--- src/rtl/gated_select_pipe.sv ---
// Channel selector with per-channel kill: picks one of CHANNELS inputs, zeroes killed beats,
// and hands them downstream through an output register plus one skid slot.
module gated_select_pipe #(
  parameter int WIDTH    = 8,
  parameter int CHANNELS = 4,
  parameter int SEL_W    = $clog2(CHANNELS),
  parameter int CNT_W    = 8
) (
  input  logic                      clk,
  input  logic                      rst_n,
  input  logic                      in_valid,
  output logic                      in_ready,
  input  logic [CHANNELS*WIDTH-1:0] in_data,
  input  logic [CHANNELS-1:0]       in_kill,
  input  logic [SEL_W-1:0]          in_sel,
  output logic                      out_valid,
  input  logic                      out_ready,
  output logic [WIDTH-1:0]          out_data,
  output logic                      out_killed,
  input  logic                      clr_count,
  output logic [CNT_W-1:0]          kill_count
);

  typedef enum logic [1:0] {
    EMPTY = 2'd0,
    ONE   = 2'd1,
    TWO   = 2'd2
  } state_t;

  state_t             state_r;
  state_t             state_s;
  logic [WIDTH-1:0]   out_data_r;
  logic               out_killed_r;
  logic [WIDTH-1:0]   skid_data_r;
  logic               skid_killed_r;
  logic [CNT_W-1:0]   kill_count_r;
  logic [WIDTH:0]     beat_s;
  logic               accept_s;
  logic               pop_s;

  // {killed, data}; an index with no matching channel falls through as killed.
  function automatic logic [WIDTH:0] pick_beat(
    input logic [CHANNELS*WIDTH-1:0] data,
    input logic [CHANNELS-1:0]       kill,
    input logic [SEL_W-1:0]          sel
  );
    logic [WIDTH:0] beat;
    beat = {1'b1, {WIDTH{1'b0}}};
    for (int i = 0; i < CHANNELS; i++) begin
      if (int'(sel) == i) begin
        beat = kill[i] ? {1'b1, {WIDTH{1'b0}}} : {1'b0, data[i*WIDTH +: WIDTH]};
      end
    end
    return beat;
  endfunction

  assign beat_s     = pick_beat(in_data, in_kill, in_sel);
  assign in_ready   = rst_n && (state_r != TWO);
  assign out_valid  = (state_r != EMPTY);
  assign accept_s   = in_valid && in_ready;
  assign pop_s      = out_valid && out_ready;
  assign out_data   = out_data_r;
  assign out_killed = out_killed_r;
  assign kill_count = kill_count_r;

  // Occupancy state register.
  always_ff @(posedge clk) begin
    if (!rst_n) begin
      state_r <= EMPTY;
    end else begin
      state_r <= state_s;
    end
  end

  // Next occupancy from accept/pop.
  always_comb begin
    state_s = state_r;
    case (state_r)
      EMPTY: begin
        if (accept_s) state_s = ONE;
        else          state_s = EMPTY;
      end
      ONE: begin
        if (accept_s && !pop_s)      state_s = TWO;
        else if (!accept_s && pop_s) state_s = EMPTY;
        else                         state_s = ONE;
      end
      TWO: begin
        if (pop_s) state_s = ONE;
        else       state_s = TWO;
      end
      default: state_s = EMPTY;
    endcase
  end

  // Output register and skid slot; output holds its value whenever nothing replaces it.
  always_ff @(posedge clk) begin
    if (!rst_n) begin
      out_data_r    <= {WIDTH{1'b0}};
      out_killed_r  <= 1'b0;
      skid_data_r   <= {WIDTH{1'b0}};
      skid_killed_r <= 1'b0;
    end else begin
      case (state_r)
        EMPTY: begin
          if (accept_s) begin
            out_data_r   <= beat_s[WIDTH-1:0];
            out_killed_r <= beat_s[WIDTH];
          end
        end
        ONE: begin
          if (accept_s && pop_s) begin
            out_data_r   <= beat_s[WIDTH-1:0];
            out_killed_r <= beat_s[WIDTH];
          end else if (accept_s) begin
            skid_data_r   <= beat_s[WIDTH-1:0];
            skid_killed_r <= beat_s[WIDTH];
          end
        end
        TWO: begin
          if (pop_s) begin
            out_data_r    <= skid_data_r;
            out_killed_r  <= skid_killed_r;
            skid_data_r   <= {WIDTH{1'b0}};
            skid_killed_r <= 1'b0;
          end
        end
        default: begin
          out_data_r   <= {WIDTH{1'b0}};
          out_killed_r <= 1'b0;
        end
      endcase
    end
  end

  // Saturating kill counter; a killed accept alongside a clear leaves it at one.
  always_ff @(posedge clk) begin
    if (!rst_n) begin
      kill_count_r <= {CNT_W{1'b0}};
    end else if (accept_s && beat_s[WIDTH]) begin
      if (clr_count)
        kill_count_r <= {{(CNT_W-1){1'b0}}, 1'b1};
      else if (kill_count_r != {CNT_W{1'b1}})
        kill_count_r <= kill_count_r + {{(CNT_W-1){1'b0}}, 1'b1};
    end else if (clr_count) begin
      kill_count_r <= {CNT_W{1'b0}};
    end
  end

endmodule

--- config.mk ---
export PLATFORM = sky130hd
export DESIGN_NAME = gated_select_pipe
export DESIGN_NICKNAME = d
export VERILOG_FILES = /design/src/rtl/gated_select_pipe.sv
export SDC_FILE = /design/constraint.sdc
export NUM_CORES = 1
export LEC_CHECK = 0
export ABC_AREA = 1
export ABC_CLOCK_PERIOD_IN_PS = 1550
export CAP_MARGIN = 5
export CORE_MARGIN = 1
export CORE_UTILIZATION = 40
export DETAILED_ROUTE_END_ITERATION = 16
export PLACE_DENSITY_LB_ADDON = 0.12
export SKIP_LAST_GASP = 1
export SLEW_MARGIN = 40
export SYNTH_ARGS = -nofsm -noshare
export SYNTH_HDL_FRONTEND = slang
export SYNTH_SLANG_ARGS = --single-unit
--- constraint.sdc ---
create_clock -name clk -period 1.55 [get_ports clk]
set_input_delay 0.155 -clock clk [delete_from_list [all_inputs] [get_ports clk]]
set_output_delay 0.155 -clock clk [all_outputs]
set_load 0.005 [all_outputs]
==> reports/results.txt, run 1 <==
Placed cell count = 401
HP Class = register to register
Peak VDD IR = 0.825 mV
Avg Cell Area, Syn = 6.38 um^2
FFs w/ async S/R, synth = 0%
Synth Register Bits = 28
Startpoint types = register
Drt pass-1 iters = 4
Via-to-Cell Ratio = 5.05
Reg2reg setup slack = 30 ps
Vias in the first global route = 1812
Worst hold stages = 2
Post-DP HPWL = 3.94 mm
First-pass GRT wire length = 7.87 mm
Total I/O pin count = 62
Syn nets = 315
Run status = finished clean
Worst slew margin = 75.8%
Initial antenna violation count = 0
Clk pwr share = 25.5%
Buffers on Ports = 61
Setup violators final = 0
Initial Utilization = 42.3%
Die Width = 67.5 um
Maximum clock path buffer count = 2
Post-synth EDFFs = 0
FF+latch area = 567 um^2
Gp weighted congestion = 0.849
Logic pwr share = 29.2%
Worst-Margin Slew = 360 ps
Hold endpoint = skid_data_r[6]
Commonest register cell after synthesis = dfxtp_1
Required time of the worst setup path = 1760 ps
DP Worst Slack = -204 ps
Worst r2r src = state_r[0]
Footprint of the multi-input gates = 1050 um^2
Layout Cells excl Fill = 407
Most frequent cells in the layout = nand2_1, clkdlybuf4s50_1, a21oi_1
HP Start = skid_data_r[6]
Worst EP arrival = 1720 ps
Sw Ratio = 27.5%
R2r endpoint = skid_data_r[2]
Drc violations = 0
Post-Syn Instances = 269
Clock transition at the registers of the reported paths = 100 ps
Library cells used by synthesis = 29
Final slew viol count = 0
Layout fillers = 366
Initial DRC count = 91
Final Hold Slack = 473 ps
Cell at the root of the clock tree = clkbuf_8
Final Cycle Share = 97.9%
RSZ-0062 raised after global routing = true
Switching power = 0.484 mW
Number of max-cap violations = 0
Largest net degree at the start of global routing = 16
Commonest non-fill, non-tap cell in the layout = nand2_1
Worst-path fanout max = 6
ANT cells = 0
Sinks on the clock net = 28
CP Capture Type = register
Clock tree from TritonCTS = built
Post-Syn Area = 1720 um^2
Layout cells sized above 1 = 18.5%
Synth Warn # = 0
Post-DR wirelength/cell = 12.3 um
GR Overflow Total = 0
Pleak = 1.18 nW
Via count = 2056
Period minus WS final = 1520 ps
GR Util All Layers = 22.8%
Sequential-to-total area share from yosys stat = 32.7%
DIE HEIGHT = 67.5 um
Worst skew pair latency = 280 ps
Total CTS buffers = 3
ANT nets after route = 0
Clock Skews = 8.13 ps
Routed wire length = 4.99 mm
Row count = 23
Sequential share of power = 45.3%
Top achievable clock speed = 659 MHz
Setup CP Type = register to register
Cell-internal power = 1.28 mW
Nets = 404
Die area = 4560 um^2
Final hold vios = 0
Pwr Density = 650 nW/um^2
Htree depth = 1
Core area = 4060 um^2
Final WS setup = 33.1 ps
Layout area overhead = 57.6%
R2R cell count = 12
[cell usage after synthesis (2+ instances only)]
cell / number / area share, %
o21ai_0: 32 / 9.3
a21oi_1: 34 / 9.9
nand3b_1: 2 / 0.87
clkbuf_1: 2 / 0.44
nand3_1: 25 / 7.3
nand2_1: 62 / 14
dfxtp_1: 28 / 33
nor3_1: 3 / 0.87
ha_1: 3 / 2.2
inv_2: 3 / 0.66
nor2_1: 19 / 4.2
nor2_2: 3 / 1.1
nand3_2: 5 / 2.9
inv_1: 33 / 7.2
[metal layers]
layer | track usage (%) | vias up | share of wire [%]
met5 | 0 | - | 0
met4 | 5.05 | 0 | 1.5
met3 | 4.22 | 10 | 4.1
met2 | 40.2 | 69 | 48
met1 | 28.3 | 915 | 46
li1 | - | 1062 | -
[metrics by stage]
step | power (mW) | TNS, ps | area (um^2) | util, %
after floorplan | 1.01 | 0 | 1720 | -
after global placement | 1.29 | -3210 | 2570 | 63.3
after detailed placement | 1.30 | -3600 | 2570 | 63.3
after CTS | 1.74 | 0 | 2630 | 64.8
after global routing | 1.85 | -216 | 2710 | 66.7
final | 1.76 | 0 | 2710 | 66.7
[timing repair]
item | CTS | global route
pin swaps | 1 | 4
resized for setup | 2 | 25
setup endpoints to repair | 9 | 26
gates cloned | 1 | 0
setup buffers | 0 | 1
hold buffers | 0 | 0
[cells by family after synthesis]
logic type / count (synthesis) / share of synthesized area, %
AO/OA/AOI/OAI: 70 / 20.8
adder cells (fa/ha/maj): 3 / 2.19
buffers and inverters: 42 / 10.1
flip-flops: 28 / 32.7
AND/OR/NAND/NOR: 126 / 34.2
[power by group through the flow]
| stage | sequential (mW) | clock [mW] | combinational, mW |
|---|---|---|---|
| after global placement | 0.809 | 0 | 0.483 |
| final | 0.796 | 0.449 | 0.514 |
| after floorplan | 0.806 | 0 | 0.207 |
| after detailed placement | 0.809 | 0 | 0.488 |
| after global routing | 0.801 | 0.480 | 0.564 |
| after CTS | 0.794 | 0.456 | 0.492 |
[how the worst max path moves through the flow]
stage | startpoint | end | slack, ps | cells past startpoint
after floorplan | state_r[0] | skid_data_r[6] | 20 | 12
after CTS | state_r[0] | skid_data_r[2] | 7 | 12
final | state_r[0] | skid_data_r[2] | 30 | 12
after detailed placement | rst_n | skid_data_r[6] | -200 | 11
after global placement | rst_n | skid_data_r[6] | -170 | 11
after global routing | state_r[0] | skid_data_r[4] | -60 | 12
[critical path, stage by stage (launching register included)]
cell	delay, ps
dfxtp_2	350
inv_2	60
nand2_2	50
nand3_2	70
inv_2	50
ha_4	150
inv_2	40
nand2_2	60
o21ai_2	90
nand2_4	110
nor2_4	190
o21ai_2	70
a21oi_1	140
[state kept, by name (all words and copies together), names as in the netlist]
register / cells
skid_killed_r: 1
out_data: 8
state_r: 2
skid_data_r: 8
out_killed: 1
kill_count: 8
[cell type report]
cell class	instances	share of cell area [%]
tap	50	2.31
multi-input combinational	200	38.7
sequential	28	21.0
inverter	36	5.00
timing repair buffer	89	31.0
clock buffer	4	2.04
Note: power is estimated with default switching activity, not from simulation.
==> inputs of run 2 (changes only) <==
CELL_PAD_IN_SITES_DETAIL_PLACEMENT = 0   (was not set)
CELL_PAD_IN_SITES_GLOBAL_PLACEMENT = 1   (was not set)
CORE_UTILIZATION = 27   (was 40)
GPL_ROUTABILITY_DRIVEN = 0   (was not set)
==> reports/results.txt, run 2 (synthesized netlist as in run 1, its figures left out) <==
DIE HEIGHT = 81.7 um (was 67.5 um)
Die area = 6680 um^2 (was 4560 um^2)
Buffers on Ports = 61 (unchanged)
Maximum clock path buffer count = 2 (unchanged)
Layout fillers = 649 (was 366)
Vias in the first global route = 1909 (was 1812)
Total CTS buffers = 3 (unchanged)
Die Width = 81.7 um (was 67.5 um)
Buf/Inv on CP = 3 (unchanged)
Cell-internal power = 1.30 mW (was 1.28 mW)
Initial Utilization = 28.5% (was 42.3%)
Largest net degree at the start of global routing = 16 (unchanged)
Setup CP Type = register to output port (was register to register)
Placed instance area = 2640 um^2 (was 2570 um^2)
CTS Hold Bufs = 0 (unchanged)
Worst path slowest cell = clkdlybuf4s50_1 (was dfxtp_2)
Final hold vios = 0 (unchanged)
HP Class = register to register (unchanged)
Worst r2r src = state_r[0] (unchanged)
Clk pwr share = 25.7% (was 25.5%)
Post-DR wirelength/cell = 12.2 um (was 12.3 um)
Post-DP HPWL = 4.25 mm (was 3.94 mm)
Clock Skews = 6.44 ps (was 8.13 ps)
Via count = 2051 (was 2056)
Final WS setup = 23.5 ps (was 33.1 ps)
Layout area overhead = 64.6% (was 57.6%)
Logic pwr share = 30.7% (was 29.2%)
ANT cells = 0 (unchanged)
Pwr Density = 642 nW/um^2 (was 650 nW/um^2)
Final core utilization = 46.9% (was 66.7%)
Via-to-Cell Ratio = 4.63 (was 5.05)
ANT nets after route = 0 (unchanged)
GR Overflow Total = 0 (unchanged)
Initial DRC count = 88 (was 91)
Clock transition at the registers of the reported paths = 100 ps (about the same)
GR Util All Layers = 16.9% (was 22.8%)
Final Cell Area = 2830 um^2 (was 2710 um^2)
Final slew viol count = 0 (unchanged)
Clock tree from TritonCTS = built (unchanged)
Crit path max-delay family = buffers and inverters (was simple AND/OR/NAND/NOR gates)
R2r endpoint = skid_killed_r (was skid_data_r[2])
Worst-Margin Slew = 285 ps (was 360 ps)
Required time of the worst setup path = 1390 ps (was 1760 ps)
Footprint of the multi-input gates = 1070 um^2 (was 1050 um^2)
Post-Route Setup TNS = 0 ps (unchanged)
CP Capture Type = output port (was register)
Worst EP arrival = 1370 ps (was 1720 ps)
HP Start = skid_data_r[0] (was skid_data_r[6])
FF+latch area = 566 um^2 (was 567 um^2)
Pleak = 1.22 nW (was 1.18 nW)
DP Worst Slack = -244 ps (was -204 ps)
Worst hold stages = 2 (unchanged)
Worst skew pair latency = 280 ps (about the same)
Sinks on the clock net = 28 (unchanged)
Core area = 6030 um^2 (was 4060 um^2)
Top achievable clock speed = 655 MHz (was 659 MHz)
Reg2reg setup slack = 50 ps (was 30 ps)
Drc violations = 0 (unchanged)
Most frequent cells in the layout = nand2_1, clkdlybuf4s50_1, buf_4 (was nand2_1, clkdlybuf4s50_1, a21oi_1)
Layout Cells excl Fill = 443 (was 407)
Final Hold Slack = 468 ps (was 473 ps)
Nets = 415 (was 404)
R2R cell count = 13 (was 12)
Cell at the root of the clock tree = clkbuf_8 (unchanged)
Final Cycle Share = 98.5% (was 97.9%)
Layout cells sized above 1 = 21.5% (was 18.5%)
Switching power = 0.514 mW (was 0.484 mW)
Sw Ratio = 28.4% (was 27.5%)
Number of max-cap violations = 0 (unchanged)
Worst-path fanout max = 3 (was 6)
Sequential share of power = 43.6% (was 45.3%)
Drt pass-1 iters = 4 (unchanged)
Initial antenna violation count = 0 (unchanged)
Slowest Stage Delay on Critical Path = 430 ps (was 350 ps)
Peak VDD IR = 0.476 mV (was 0.825 mV)
Tot Pwr = 1.81 mW (was 1.76 mW)
Run status = finished clean (unchanged)
RSZ-0062 raised after global routing = true (unchanged)
Placed cell count = 433 (was 401)
Startpoint types = register (unchanged)
First-pass GRT wire length = 8.68 mm (was 7.87 mm)
Setup violators final = 0 (unchanged)
Row count = 28 (was 23)
Worst slew margin = 80.8% (was 75.8%)
Hold endpoint = skid_data_r[0] (was skid_data_r[6])
Period minus WS final = 1530 ps (was 1520 ps)
Htree depth = 1 (unchanged)
Total I/O pin count = 62 (unchanged)
Crit path cell chain = nor2_2 -> buf_4 -> inv_1 -> clkdlybuf4s50_1 (was inv_2 -> nand2_2 -> nand3_2 -> inv_2 -> ha_4 -> inv_2 -> nand2_2 -> o21ai_2 -> nand2_4 -> nor2_4 -> o21ai_2 -> a21oi_1)
Routed wire length = 5.41 mm (was 4.99 mm)
## run 2: final cells by class
class                      count  area share (%)
clock buffer                   4            1.95
inverter                      36            4.78
multi-input combinational    200            37.7
sequential                    28            20.0
tap                           75            3.32
timing repair buffer         100            32.2
## run 2: power by group through the flow
stage          clock network, mW  registers, mW  logic, mW
2_1_floorplan                  0          0.806      0.207
3_3_place_gp                   0          0.809      0.513
3_5_place_dp                   0          0.807      0.514
4_1_cts                    0.474          0.791      0.524
5_1_grt                    0.508          0.796      0.610
6_report                   0.465          0.791      0.556
## run 2: tightest hold or removal path, stage by stage (launching register included)
cell and delay, ps:
dfxtp_1 320, nand2_1 60, a21oi_1 50
## run 2: timing repair
item,4_1_cts,5_1_grt
pin swaps,1,5
setup buffers,1,4
resized for setup,9,25
setup endpoints to repair,10,23
gates cloned,1,0
## run 2: metal layers
metal,global-route usage (%),vias to the layer above,routed length (um)
met5,0,-,0
met4,1.58,0,0
met3,2.67,0,181
met2,29.0,46,2520
met1,22.7,922,2710
li1,-,1083,-
## run 2: worst max-delay path by stage
stage,startpoint,slack [ps],to,cells after the start
after global placement,rst_n,-230,skid_data_r[2],11
after floorplan,state_r[0],20,skid_data_r[6],12
after global routing,state_r[1],-50,out_valid,4
final,state_r[1],20,out_valid,4
after CTS,state_r[0],-2,skid_data_r[1],12
after detailed placement,rst_n,-240,skid_data_r[2],11
==> inputs of run 3 (changes only) <==
--- a/constraint.sdc
+++ b/constraint.sdc
@@ -3,2 +3,2 @@
 set_output_delay 0.155 -clock clk [all_outputs]
-set_load 0.005 [all_outputs]
+set_load 0.01 [all_outputs]
==> reports/results.txt, run 3 (synthesized netlist as in run 1, its figures left out) <==
Met3 usage = 2.78% (was 2.67%)
Largest net degree at the start of global routing = 16 (unchanged)
GR Overflow Total = 0 (unchanged)
Run status = complete, but fails checks (was finished clean)
Worst slew margin = 79.5% (was 80.8%)
Die Width = 81.7 um (unchanged)
Worst EP arrival = 1760 ps (was 1370 ps)
Drc violations = 0 (unchanged)
Switching power = 0.521 mW (was 0.514 mW)
HP Class = register to register (unchanged)
Maximum clock path buffer count = 2 (unchanged)
Total CTS buffers = 3 (unchanged)
Final WS setup = -6.40 ps (was 23.5 ps)
Final slew viol count = 0 (unchanged)
Final Cycle Share = 100% (was 98.5%)
Via-to-Cell Ratio = 4.54 (was 4.63)
Peak VDD IR = 0.419 mV (was 0.476 mV)
DIE HEIGHT = 81.7 um (unchanged)
Final Hold Slack = 476 ps (was 468 ps)
Period minus WS final = 1560 ps (was 1530 ps)
ANT cells = 0 (unchanged)
Worst path slowest cell = dfxtp_2 (was clkdlybuf4s50_1)
Post-Route Setup TNS = -6.40 ps (was 0 ps)
Cell-internal power = 1.30 mW (about the same)
Worst-path fanout max = 5 (was 3)
Clock tree from TritonCTS = built (unchanged)
Most frequent cells in the layout = nand2_1, clkdlybuf4s50_1, buf_4 (unchanged)
Logic pwr share = 31.5% (was 30.7%)
Required time of the worst setup path = 1750 ps (was 1390 ps)
Slowest Stage Delay on Critical Path = 350 ps (was 430 ps)
Row count = 28 (unchanged)
Layout fillers = 665 (was 649)
RSZ-0062 raised after global routing = true (unchanged)
Pwr Density = 641 nW/um^2 (was 642 nW/um^2)
Final Cell Area = 2840 um^2 (was 2830 um^2)
Final hold vios = 0 (unchanged)
Via count = 2006 (was 2051)
ANT nets after route = 0 (unchanged)
Core area = 6030 um^2 (unchanged)
Routed wire length = 5.35 mm (was 5.41 mm)
Vias in the first global route = 1907 (was 1909)
Setup violators final = 1 (was 0)
Most Crowded Layer GR = met2 (unchanged)
Failing checks = setup timing
Crit path cell chain = inv_2 -> nand2_4 -> nand3_2 -> inv_2 -> ha_4 -> inv_2 -> nand2_2 -> o21ai_2 -> nand2_4 -> nor2_4 -> o21ai_2 -> a21oi_1 (was nor2_2 -> buf_4 -> inv_1 -> clkdlybuf4s50_1)
Grt met1 use = 22.8% (was 22.7%)
Layout area overhead = 65.5% (was 64.6%)
Placed cell count = 434 (was 433)
GR Util met2 = 28.8% (was 29.0%)
Sinks on the clock net = 28 (unchanged)
GR Util All Layers = 16.9% (about the same)
Initial Utilization = 28.5% (unchanged)
CTS Hold Bufs = 0 (unchanged)
Post-DR wirelength/cell = 12.1 um (was 12.2 um)
Total I/O pin count = 62 (unchanged)
Sequential share of power = 43.5% (was 43.6%)
Worst-Margin Slew = 305 ps (was 285 ps)
Number of max-cap violations = 0 (unchanged)
Buffers on Ports = 61 (unchanged)
Clock Skews = 5.46 ps (was 6.44 ps)
Clk pwr share = 25.0% (was 25.7%)
Drt pass-1 iters = 4 (unchanged)
Layout Cells excl Fill = 442 (was 443)
Initial DRC count = 118 (was 88)
Nets = 414 (was 415)
Most used cell, CP = inv_2
CP Capture Type = register (was output port)
Clock transition at the registers of the reported paths = 100 ps (about the same)
Pleak = 1.22 nW (about the same)
Worst skew pair latency = 270 ps (was 280 ps)
First-pass GRT wire length = 8.67 mm (was 8.68 mm)
Post-DP HPWL = 4.23 mm (was 4.25 mm)
Setup CP Type = register to register (was register to output port)
Cell at the root of the clock tree = clkbuf_8 (unchanged)
Startpoint types = register (unchanged)
Layout cells sized above 1 = 22.6% (was 21.5%)
Top achievable clock speed = 643 MHz (was 655 MHz)
Die area = 6680 um^2 (unchanged)
Initial antenna violation count = 0 (unchanged)
Placed instance area = 2650 um^2 (was 2640 um^2)
Sw Ratio = 28.6% (was 28.4%)
Htree depth = 1 (unchanged)
==> run 3: metrics by stage <==
step	setup WS (ps)	utilization, %	power, mW
5_1_grt	-104	47.2	1.93
2_1_floorplan	21.4	-	1.03
6_report	-6.40	47.2	1.82
4_1_cts	-21.0	45.1	1.79
3_5_place_dp	-247	43.9	1.33
3_3_place_gp	-231	43.9	1.34
==> run 3: what timing repair did <==
action,4_1_cts,5_1_grt
cloned,1,0
setup buffers,1,2
endpoints found under the setup margin,10,24
gates resized for setup,6,38
pin swaps,1,5
==> run 3: worst paths after layout <==
path                        from              to  slack (ps)  cells after the start
hold / removal    skid_data_r[0]  skid_data_r[0]         480                      2
setup / recovery      state_r[0]  skid_data_r[2]          -6                     12
setup reg to reg      state_r[0]  skid_data_r[2]          -6                     12
hold reg to reg   skid_data_r[0]  skid_data_r[0]         480                      2
==> run 3: critical path: cells and delay by family (launching register included) <==
kind	cells	cell delay, ps
flops	1	350
fa+ha+maj	1	150
buf+inv	3	170
compound gates	3	320
simple gates	5	480
==> run 3: final cells by class <==
| cell class | count | area [um^2] | area share (%) |
|---|---|---|---|
| Multi-Input combinational cell | 200 | 1090 | 38.3 |
| Timing Repair Buffer | 99 | 901 | 31.7 |
| Sequential cell | 28 | 566 | 19.9 |
| Inverter | 36 | 138 | 4.84 |
| Tap cell | 75 | 93.8 | 3.30 |
| Clock buffer | 4 | 55.1 | 1.94 |
==> run 3: power by group through the flow <==
| stage | logic [mW] | clock network [mW] | registers, mW |
|---|---|---|---|
| after floorplan | 0.208 | 0 | 0.818 |
| after global placement | 0.527 | 0 | 0.808 |
| after detailed placement | 0.528 | 0 | 0.806 |
| after CTS | 0.535 | 0.469 | 0.790 |
| after global routing | 0.634 | 0.500 | 0.797 |
| final | 0.575 | 0.455 | 0.792 |
==> run 3: routing by layer <==
layer  part of all wire, %  vias up
met5                     0        -
met4                  0.35        0
met3                   3.2        2
met2                    47       35
met1                    49      882
li1                      -     1087
